## src/rtl/mem_pkg.sv

```systemverilog
// Shared definitions for the load/store unit: RV32 width codes, FSM encoding
// and the legality rule used at request accept.
package mem_pkg;

  localparam logic [2:0] F3_B  = 3'd0;
  localparam logic [2:0] F3_H  = 3'd1;
  localparam logic [2:0] F3_W  = 3'd2;
  localparam logic [2:0] F3_BU = 3'd4;
  localparam logic [2:0] F3_HU = 3'd5;

  typedef enum logic [2:0] {
    IDLE,
    LD_ADDR,
    LD_DATA,
    ST_WR,
    RMW_ADDR,
    RMW_DATA,
    RMW_WR,
    ERR
  } mem_state_e;

  // Latched request; the word address lives in mem_addr, the data in mem_din.
  typedef struct packed {
    logic       we;
    logic [2:0] funct3;
    logic [1:0] off;
  } mem_req_t;

  function automatic logic req_bad(input logic we, input logic [2:0] f3,
                                   input logic [1:0] off);
    logic ill, mis;
    ill = (f3 == 3'd3) || (f3 == 3'd6) || (f3 == 3'd7) ||
          (we && (f3 == F3_BU || f3 == F3_HU));
    mis = ((f3 == F3_H || f3 == F3_HU) && off[0]) ||
          ((f3 == F3_W) && (off != 2'b00));
    return ill || mis;
  endfunction

endpackage

```

## src/rtl/mem_lane_align.sv

```systemverilog
// Combinational lane logic: extracts/extends a load lane from a memory word and
// merges a byte or halfword of store data into a memory word.
module mem_lane_align
  import mem_pkg::*;
(
  input  logic [31:0] word,
  input  logic [1:0]  off,
  input  logic [2:0]  funct3,
  input  logic [15:0] wdata,
  output logic [31:0] ld_data,
  output logic [31:0] merged
);

  logic [7:0]  b;
  logic [15:0] h;

  always_comb begin
    b       = word[{off, 3'b000} +: 8];
    h       = off[1] ? word[31:16] : word[15:0];
    ld_data = word;
    case (funct3)
      F3_B:    ld_data = {{24{b[7]}}, b};
      F3_BU:   ld_data = {24'h0, b};
      F3_H:    ld_data = {{16{h[15]}}, h};
      F3_HU:   ld_data = {16'h0, h};
      default: ld_data = word;
    endcase

    // Only SB/SH reach the merge path, so funct3[1:0] picks byte vs halfword.
    merged = word;
    if (funct3[1:0] == 2'b00)
      merged[{off, 3'b000} +: 8] = wdata[7:0];
    else if (off[1])
      merged[31:16] = wdata;
    else
      merged[15:0] = wdata;
  end

endmodule

```

## src/rtl/mem_access_ctrl.sv

```systemverilog
// Load/store controller between a valid/ready request port and a synchronous
// word-wide data memory; sub-word stores are done as read-modify-write.
module mem_access_ctrl
  import mem_pkg::*;
#(
  parameter int ADDRW = 32
) (
  input  logic             clk,
  input  logic             rst,
  input  logic             req_valid,
  output logic             req_ready,
  input  logic             req_we,
  input  logic [2:0]       req_funct3,
  input  logic [ADDRW-1:0] req_addr,
  input  logic [31:0]      req_wdata,
  output logic             resp_valid,
  output logic [31:0]      resp_rdata,
  output logic             resp_err,
  output logic             mem_we,
  output logic [ADDRW-1:0] mem_addr,
  output logic [31:0]      mem_din,
  input  logic [31:0]      mem_dout
);

  mem_state_e  state;
  mem_req_t    req_q;
  logic [31:0] ld_data;
  logic [31:0] merged;

  assign req_ready = (state == IDLE);

  // mem_din doubles as the latched store data until the merge overwrites it.
  mem_lane_align u_align (
    .word    (mem_dout),
    .off     (req_q.off),
    .funct3  (req_q.funct3),
    .wdata   (mem_din[15:0]),
    .ld_data (ld_data),
    .merged  (merged)
  );

  always_ff @(posedge clk) begin
    if (rst) begin
      state      <= IDLE;
      req_q      <= '0;
      mem_we     <= 1'b0;
      mem_addr   <= '0;
      mem_din    <= '0;
      resp_valid <= 1'b0;
      resp_err   <= 1'b0;
      resp_rdata <= '0;
    end else begin
      mem_we     <= 1'b0;
      resp_valid <= 1'b0;
      resp_err   <= 1'b0;
      resp_rdata <= '0;
      case (state)
        IDLE: begin
          if (req_valid) begin
            req_q    <= '{we: req_we, funct3: req_funct3, off: req_addr[1:0]};
            mem_addr <= {req_addr[ADDRW-1:2], 2'b00};
            mem_din  <= req_wdata;
            if (req_bad(req_we, req_funct3, req_addr[1:0])) begin
              state <= ERR;
            end else if (!req_we) begin
              state <= LD_ADDR;
            end else if (req_funct3 == F3_W) begin
              state  <= ST_WR;
              mem_we <= 1'b1;
            end else begin
              state <= RMW_ADDR;
            end
          end
        end
        LD_ADDR: state <= LD_DATA;
        LD_DATA: begin
          resp_valid <= 1'b1;
          resp_rdata <= req_q.we ? 32'h0 : ld_data;
          state      <= IDLE;
        end
        ST_WR: begin
          resp_valid <= 1'b1;
          state      <= IDLE;
        end
        RMW_ADDR: state <= RMW_DATA;
        RMW_DATA: begin
          mem_din <= merged;
          mem_we  <= 1'b1;
          state   <= RMW_WR;
        end
        RMW_WR: begin
          resp_valid <= 1'b1;
          state      <= IDLE;
        end
        ERR: begin
          resp_valid <= 1'b1;
          resp_err   <= 1'b1;
          state      <= IDLE;
        end
        default: state <= IDLE;
      endcase
    end
  end

endmodule

```

## config.mk

```make
export PLATFORM = sky130hd
export DESIGN_NAME = mem_access_ctrl
export DESIGN_NICKNAME = d
export VERILOG_FILES = /design/src/rtl/mem_pkg.sv /design/src/rtl/mem_lane_align.sv /design/src/rtl/mem_access_ctrl.sv
export SDC_FILE = /design/constraint.sdc
export NUM_CORES = 1
export LEC_CHECK = 0
export CAP_MARGIN = 15
export CORE_UTILIZATION = 38
export CTS_BUF_LIST = sky130_fd_sc_hd__clkbuf_8
export DETAILED_ROUTE_END_ITERATION = 10
export HOLD_SLACK_MARGIN = 0.02
export PLACE_DENSITY = 0.82
export SYNTH_ARGS = -nofsm -noshare
export SYNTH_HDL_FRONTEND = slang
export SYNTH_SLANG_ARGS = --single-unit
```

## constraint.sdc

```tcl
create_clock -name clk -period 2.9 [get_ports clk]
set_clock_uncertainty 0.2 [all_clocks]
set_input_delay 0.435 -clock clk [delete_from_list [all_inputs] [get_ports clk]]
set_output_delay 0.435 -clock clk [all_outputs]
set_load 0.005 [all_outputs]
```

After elaboration in Yosys (flattened, before gate mapping)
Cells that the tools add are included.
Widths: inputs -> output; s select.
{"block": "word_totals", "out_inout_bits": 100, "ff_bits": 106, "inputBits": 103}
{"block": "classes", "eq_ne": 19, "bitwise_logic": 1, "shifts": 3, "muxes": 20, "n_reduce_logical": 20, "n_addsub": 1}
{"op": "$pmux 32 s4", "n": 1}
{"op": "$mux 32", "n": 2}
{"op": "$pmux 32 s2", "n": 1}
{"op": "$mux 16", "n": 3}
{"op": "$bwmux 32", "n": 1}
{"op": "$shift 8x7->32 const A", "n": 1}
{"op": "$shiftx 32x6->8", "n": 1}
{"op": "$shiftx 8x7->32", "n": 1}
{"op": "$eq 3x3->1 const B", "n": 10}
{"op": "$pmux 3 s5", "n": 1}
{"op": "$eq 3x2->1 const B", "n": 4}
{"op": "$mux 3", "n": 4}
{"op": "$eq 3x1->1 const B", "n": 3}
{"op": "$logic_or 1x1->1", "n": 7}
{"op": "$neg 5->7", "n": 1}
{"op": "$logic_not 3->1", "n": 2}
{"op": "$mux 1", "n": 6}
{"op": "$reduce_and 2->1", "n": 2}
{"op": "$reduce_bool 2->1", "n": 2}
{"op": "$reduce_or 4->1", "n": 1}
{"op": "$logic_and 1x1->1", "n": 3}
{"op": "$ne 3x2->1 const B", "n": 1}
{"op": "$reduce_and 3->1", "n": 1}
{"op": "$reduce_or 3->1", "n": 1}
{"op": "other kinds (4)", "n": 4}

Depth between registers and ports, before layout
{"block": "logic_depth", "ltp_word": 8, "mapped_depth": 9, "mapped_depth_nobuf": 6}

By module
A second synthesis with hierarchy kept.
{"block": "unflattened", "hier_cells": 666, "hier_area_um2": 5547.8}
{"mod": "mem_access_ctrl", "area_per_inst_um2": 3858.7, "n_inst": 1, "seq_area_each_um2": 2122.0, "cells_per_inst": 435}
{"mod": "mem_lane_align", "area_per_inst_um2": 1689.1, "n_inst": 1, "seq_area_each_um2": 0.0, "cells_per_inst": 231}

Worst setup path after synthesis
Ideal clock, no wire load.
{"block": "synth_timing", "path_kind": "reg2reg", "startpoint": "register req_q[1] (netlist bit)", "endpoint": "register mem_din[10]", "stages_incl_launch_ff": 10, "path_buffers": 3, "setup_time_ps": 117, "synth_period_minus_slack_ps": 2707, "arrival_ps": 2390, "setup_slack_ps": 193, "cell_sequence": "dfxtp_1 buf_2 buf_2 clkinv_1 ha_1 nor2b_1 and4b_1 buf_2 a221o_1 a32o_1"}
{"block": "synth_between", "elab_chain_len": 5, "word_cells_on_any_way": 8, "cone_classes": "add/sub: 1; eq/ne: 1; shift: 2; mux: 3; reduce/logical: 1"}
{"element": "from (decl)", "line": "mem_access_ctrl.sv:26", "text": "mem_req_t req_q;"}
{"element": "from (signal assigned)", "line": "mem_access_ctrl.sv:60", "text": "req_q <= '{we: req_we, funct3: req_funct3, off: req_addr[1:0]};"}
{"element": "$neg 5->7", "line": "mem_lane_align.sv:32", "text": "merged[{off, 3'b000} +: 8] = wdata[7:0];"}
{"element": "$shiftx 8x7->32 / $shift 8x7->32 (equally long branches)", "line": "mem_lane_align.sv:32"}
{"element": "$bwmux 32", "line": "mem_lane_align.sv:32"}
{"element": "$mux 32", "line": "mem_lane_align.sv:31", "text": "if (funct3[1:0] == 2'b00)"}
{"element": "$pmux 32 s2", "line": "mem_access_ctrl.sv:57", "text": "case (state)"}
{"element": "to (signal assigned)", "line": "mem_access_ctrl.sv:62", "text": "mem_din <= req_wdata;"}
{"element": "to (signal assigned)", "line": "mem_access_ctrl.sv:87", "text": "mem_din <= merged;"}
{"element": "to (decl)", "line": "mem_access_ctrl.sv:21", "text": "output logic [31:0] mem_din,"}
Parallel ways exist; a longest one is shown, timed or not.
A chain may end at the register's enable or synchronous reset.

Worst setup path after layout
{"block": "layout_timing", "startpoint": "register req_q[0] (netlist bit)", "endpoint": "register mem_din[6]"}
{"block": "layout_between", "elab_chain_len": 5, "word_cells_on_any_way": 6, "cone_classes": "add/sub: 1; shift: 2; mux: 3"}
{"element": "$neg 5->7 *", "line": "mem_lane_align.sv:32"}
{"element": "$shiftx 8x7->32 / $shift 8x7->32 (equally long branches)", "line": "mem_lane_align.sv:32"}
{"element": "$bwmux 32 *", "line": "mem_lane_align.sv:32"}
{"element": "$mux 32 *", "line": "mem_lane_align.sv:31"}
{"element": "$pmux 32 s2 *", "line": "mem_access_ctrl.sv:57"}
Mark *: on every way between the ends. The rest lies on a longest branch, timed or not.

==> results summary <==
The I/O pin count is 203. The maximum number of buffers from clock root to sink is 2. The register-to-register path setup slack came out at 0.41 ns.

The fraction of synthesis flops using an asynchronous set or reset pin is 0%. The number of diodes added for antenna fixing came out at 0. After synthesis the cells add up to 0.00490 mm². The number of antenna violations at the first check in global routing came out at 0. The number of detailed-route iterations in the first pass is 7. The kind of capture point of the worst setup path is a register. The setup TNS after final layout came out at 0 ns. The required time at the worst-slack endpoint came out at 2.96 ns. The placement-stage worst setup slack is 0.459 ns. The part of the cycle the worst path needs came out at 85.7%.

The starting utilization of the core area came out at 39.0%. The area of all sequential standard cells came out at 0.00212 mm². At the end of routability-driven placement, the weighted congestion stood at 0.928. The post-synthesis area per instance came out at 8.71 µm².

The final layout contains 844 nets. Summing all multi-input logic gate instances after layout gives 0.00248 mm². Leaving out fill and tap cells, the most frequent cells in the layout are 199 x sky130_fd_sc_hd__clkdlybuf4s50_1, 106 x sky130_fd_sc_hd__dfxtp_1, 94 x sky130_fd_sc_hd__nand2_1.

The later-pin clock latency in the skew report is 0.39 ns. The number of violations of the max-capacitance limit is 0. The global-route total usage across every layer is 25.8%.

The final critical path time including I/O delays and setup came out at 2.49 ns. Detailed routing placed a total of 8060 µm of wire on met2. Clock tree synthesis selected as its root buffer the cell sky130_fd_sc_hd__clkbuf_8.

The number of cells on the worst reg-to-reg path is 6. Clock-pin slew was measured on the worst setup and hold paths at 0.10 ns. The worst pin sits at a relative slew slack of 51.3%. For this run the aggregate overflow at the end of global routing stands at 0. The run finished with clean final reports.

The worst register-to-register path ends at mem_din[6]$_SDFFE_PP0P_. The leakage power is 2.56 nW. The worst hold margin came out at 0.260 ns. Derived from the worst setup path, the maximum achievable clock frequency is 402 MHz. The detailed-route wire length on metal 1 is 6700 µm. The DRC violations left came out at 0. The port buffer count came out at 200. The die area is 0.0133 mm².

The post-synthesis cell type with the largest combined area is sky130_fd_sc_hd__dfxtp_1. The Yosys step of the flow raised 0 warnings. Cells with a size suffix above 1 make up 6.34% of the layout. The post-CTS repair timing setup buffer count came out at 0. The count of routing violations after the opening detailed-route iteration came out at 673. Setup repair after global routing left no endpoint under its margin. The final worst-path setup slack came out at 0.413 ns. The number of buffers inserted by hold repair at cts came out at 0.

The floorplan die height is 116 µm. The largest voltage drop on the vdd net is 0.354 mV. The routed wire length per instance is 19.0 µm. The horizontal extent of the die is 116 µm. The biggest fanout along the worst timing path came out at 16. The wire length of the first global-routing pass is 26200 µm. The top metal layer carrying routed signals is met4. In this run the number of H-tree levels came out at 3. The most common cell after layout, fill and taps aside is sky130_fd_sc_hd__clkdlybuf4s50_1. The end point of the critical path is mem_din[6]$_SDFFE_PP0P_. The clock sink count is 106. Once detailed placement completed, the half-perimeter wirelength came to 12900 µm. The routed wire length on met3 is 1910 µm.

The count of final hold-check violations is 0. The most critical setup path has its startpoint at req_q[0]$_SDFFE_PP0P_. The number of instances resized during post-cts repair came out at 0. Setup violations remaining at the end of the flow were counted as 0. The area added between synthesis and finish is 45.9%. The worst setup path category is register to register. The reg-to-reg critical path startpoint is req_q[0]$_SDFFE_PP0P_.

The post-detailed-routing wire length came out at 17300 µm. STA puts the critical path data arrival time at 2.55 ns. By area the synthesized netlist is led by sky130_fd_sc_hd__dfxtp_1 43%, sky130_fd_sc_hd__a21oi_1 7.8%, sky130_fd_sc_hd__nand2_1 7.2%, sky130_fd_sc_hd__a221oi_1 4.1%, sky130_fd_sc_hd__a221o_1 3.3%. The detailed router placed 5281 vias in this run. The area share of the leading cell type in the synthesized netlist is 43.3%. The final max-slew violation count came out at 0. The number of flops mapped to enable cells by yosys came out at 0.

The sequential share of the synthesized area came out at 43.3%. The overall power consumption came out at 3.76 mW. The number of instances in the synthesized netlist came out at 562. The finished layout holds 913 standard cells, fillers aside. The via count of the first global-routing pass is 4979. The total clock buffers created by CTS is 9. For this design the ratio of total power to cell area is 526 mW/mm².

In the routed layout, each cell is associated on average with a via count of 5.78. The slew of the pin with the lowest slew margin is 0.730 ns. The type of the worst min-delay path is input pin to register. Counting flops and latches in the post-synthesis netlist gives 106.

The pin count of the biggest net entering global routing came out at 54. The top flip-flop cell by instance count after synthesis is sky130_fd_sc_hd__dfxtp_1. The number of rows created at floorplan came out at 41.

The TritonCTS clock tree is built. The filler cells instantiated in the layout total 1092. The number of nets with antenna violations after routing came out at 0.

The worst setup path is launched from a register. The area of the placeable core is 0.0126 mm². The number of distinct library cells after synthesis is 55. Once placement completed, the tool counted placed cells totaling 897.
==> cell families after synthesis <==
logic type,after synthesis,share of synthesized area (%)
AOI/OAI and AO/OA,189,27.2
adders and majority gates,5,1.28
buffers and inverters,67,6.11
DFF,106,43.3
muxes,19,4.37
other,1,0.0766
and+or+nand+nor,175,17.6
==> sequential cells by signal (all words and copies together) (netlist names) <==
register and count:
mem_din 32, state 3, resp_err 1, req_q 6, resp_rdata 32, resp_valid 1
mem_addr 30, mem_we 1
==> per-stage QoR <==
| stage | util (%) | area [µm²] |
|---|---|---|
| final | 56.9 | 7150 |
| after global routing | 56.9 | 7150 |
| after CTS | 56.9 | 7150 |
| after detailed placement | 55.4 | 6960 |
| after global placement | 55.4 | 6960 |
| after floorplan | - | 4900 |
==> area by class of cell <==
class / count / area share [%]
Multi-Input combinational cell: 390 / 34.7
Sequential cell: 106 / 29.7
Timing Repair Buffer: 210 / 29.0
Tap cell: 172 / 3.01
Clock buffer: 9 / 1.73
Inverter: 19 / 0.998
Clock inverter: 7 / 0.875
==> how the worst min path moves through the flow <==
stage / slack, ns / from / depth (start not counted) / endpoint
3_5_place_dp: 0.25 / mem_addr[14]$_SDFFE_PP0P_ / 2 / mem_addr[14]$_SDFFE_PP0P_
3_3_place_gp: 0.24 / mem_addr[21]$_SDFFE_PP0P_ / 2 / mem_addr[21]$_SDFFE_PP0P_
4_1_cts: 0.24 / rst / 2 / mem_din[21]$_SDFFE_PP0P_
2_1_floorplan: 0.24 / req_q[5]$_SDFFE_PP0P_ / 2 / req_q[5]$_SDFFE_PP0P_
5_1_grt: 0.27 / rst / 2 / mem_din[30]$_SDFFE_PP0P_
6_report: 0.26 / rst / 2 / mem_din[30]$_SDFFE_PP0P_
==> per-layer routing <==
| metal | global-route usage [%] | vias up |
|---|---|---|
| li1 | - | 2398 |
| met3 | 7.32 | 67 |
| met4 | 11.7 | 0 |
| met1 | 30.2 | 2458 |
| met2 | 43.9 | 358 |
| met5 | 0 | - |
==> power breakdown <==
part	internal (mW)	switching, mW	total, mW
combinational	0.596	0.530	1.13
sequential	1.60	0.151	1.75
clock	0.329	0.552	0.881
total	2.53	1.23	3.76
==> cells in the mapped netlist, types with 10 or more instances <==
cell type,n
sky130_fd_sc_hd__inv_1,18
sky130_fd_sc_hd__clkbuf_1,24
sky130_fd_sc_hd__nor3_1,11
sky130_fd_sc_hd__o22ai_1,22
sky130_fd_sc_hd__nor2_1,14
sky130_fd_sc_hd__nor2b_1,18
sky130_fd_sc_hd__nand2_1,94
sky130_fd_sc_hd__a221o_1,16
sky130_fd_sc_hd__a21oi_1,76
sky130_fd_sc_hd__nand2b_1,10
sky130_fd_sc_hd__buf_2,17
sky130_fd_sc_hd__dfxtp_1,106
sky130_fd_sc_hd__a221oi_1,23
==> critical path: stages (launching register included) <==
cell and delay [ns]:
sky130_fd_sc_hd__dfxtp_1 0.43, sky130_fd_sc_hd__inv_1 0.18, sky130_fd_sc_hd__ha_1 0.17, sky130_fd_sc_hd__or3b_2 0.45, sky130_fd_sc_hd__a41oi_2 0.64, sky130_fd_sc_hd__nor2b_1 0.23, sky130_fd_sc_hd__nor3_1 0.07
Power figures use the tool's default switching activity.
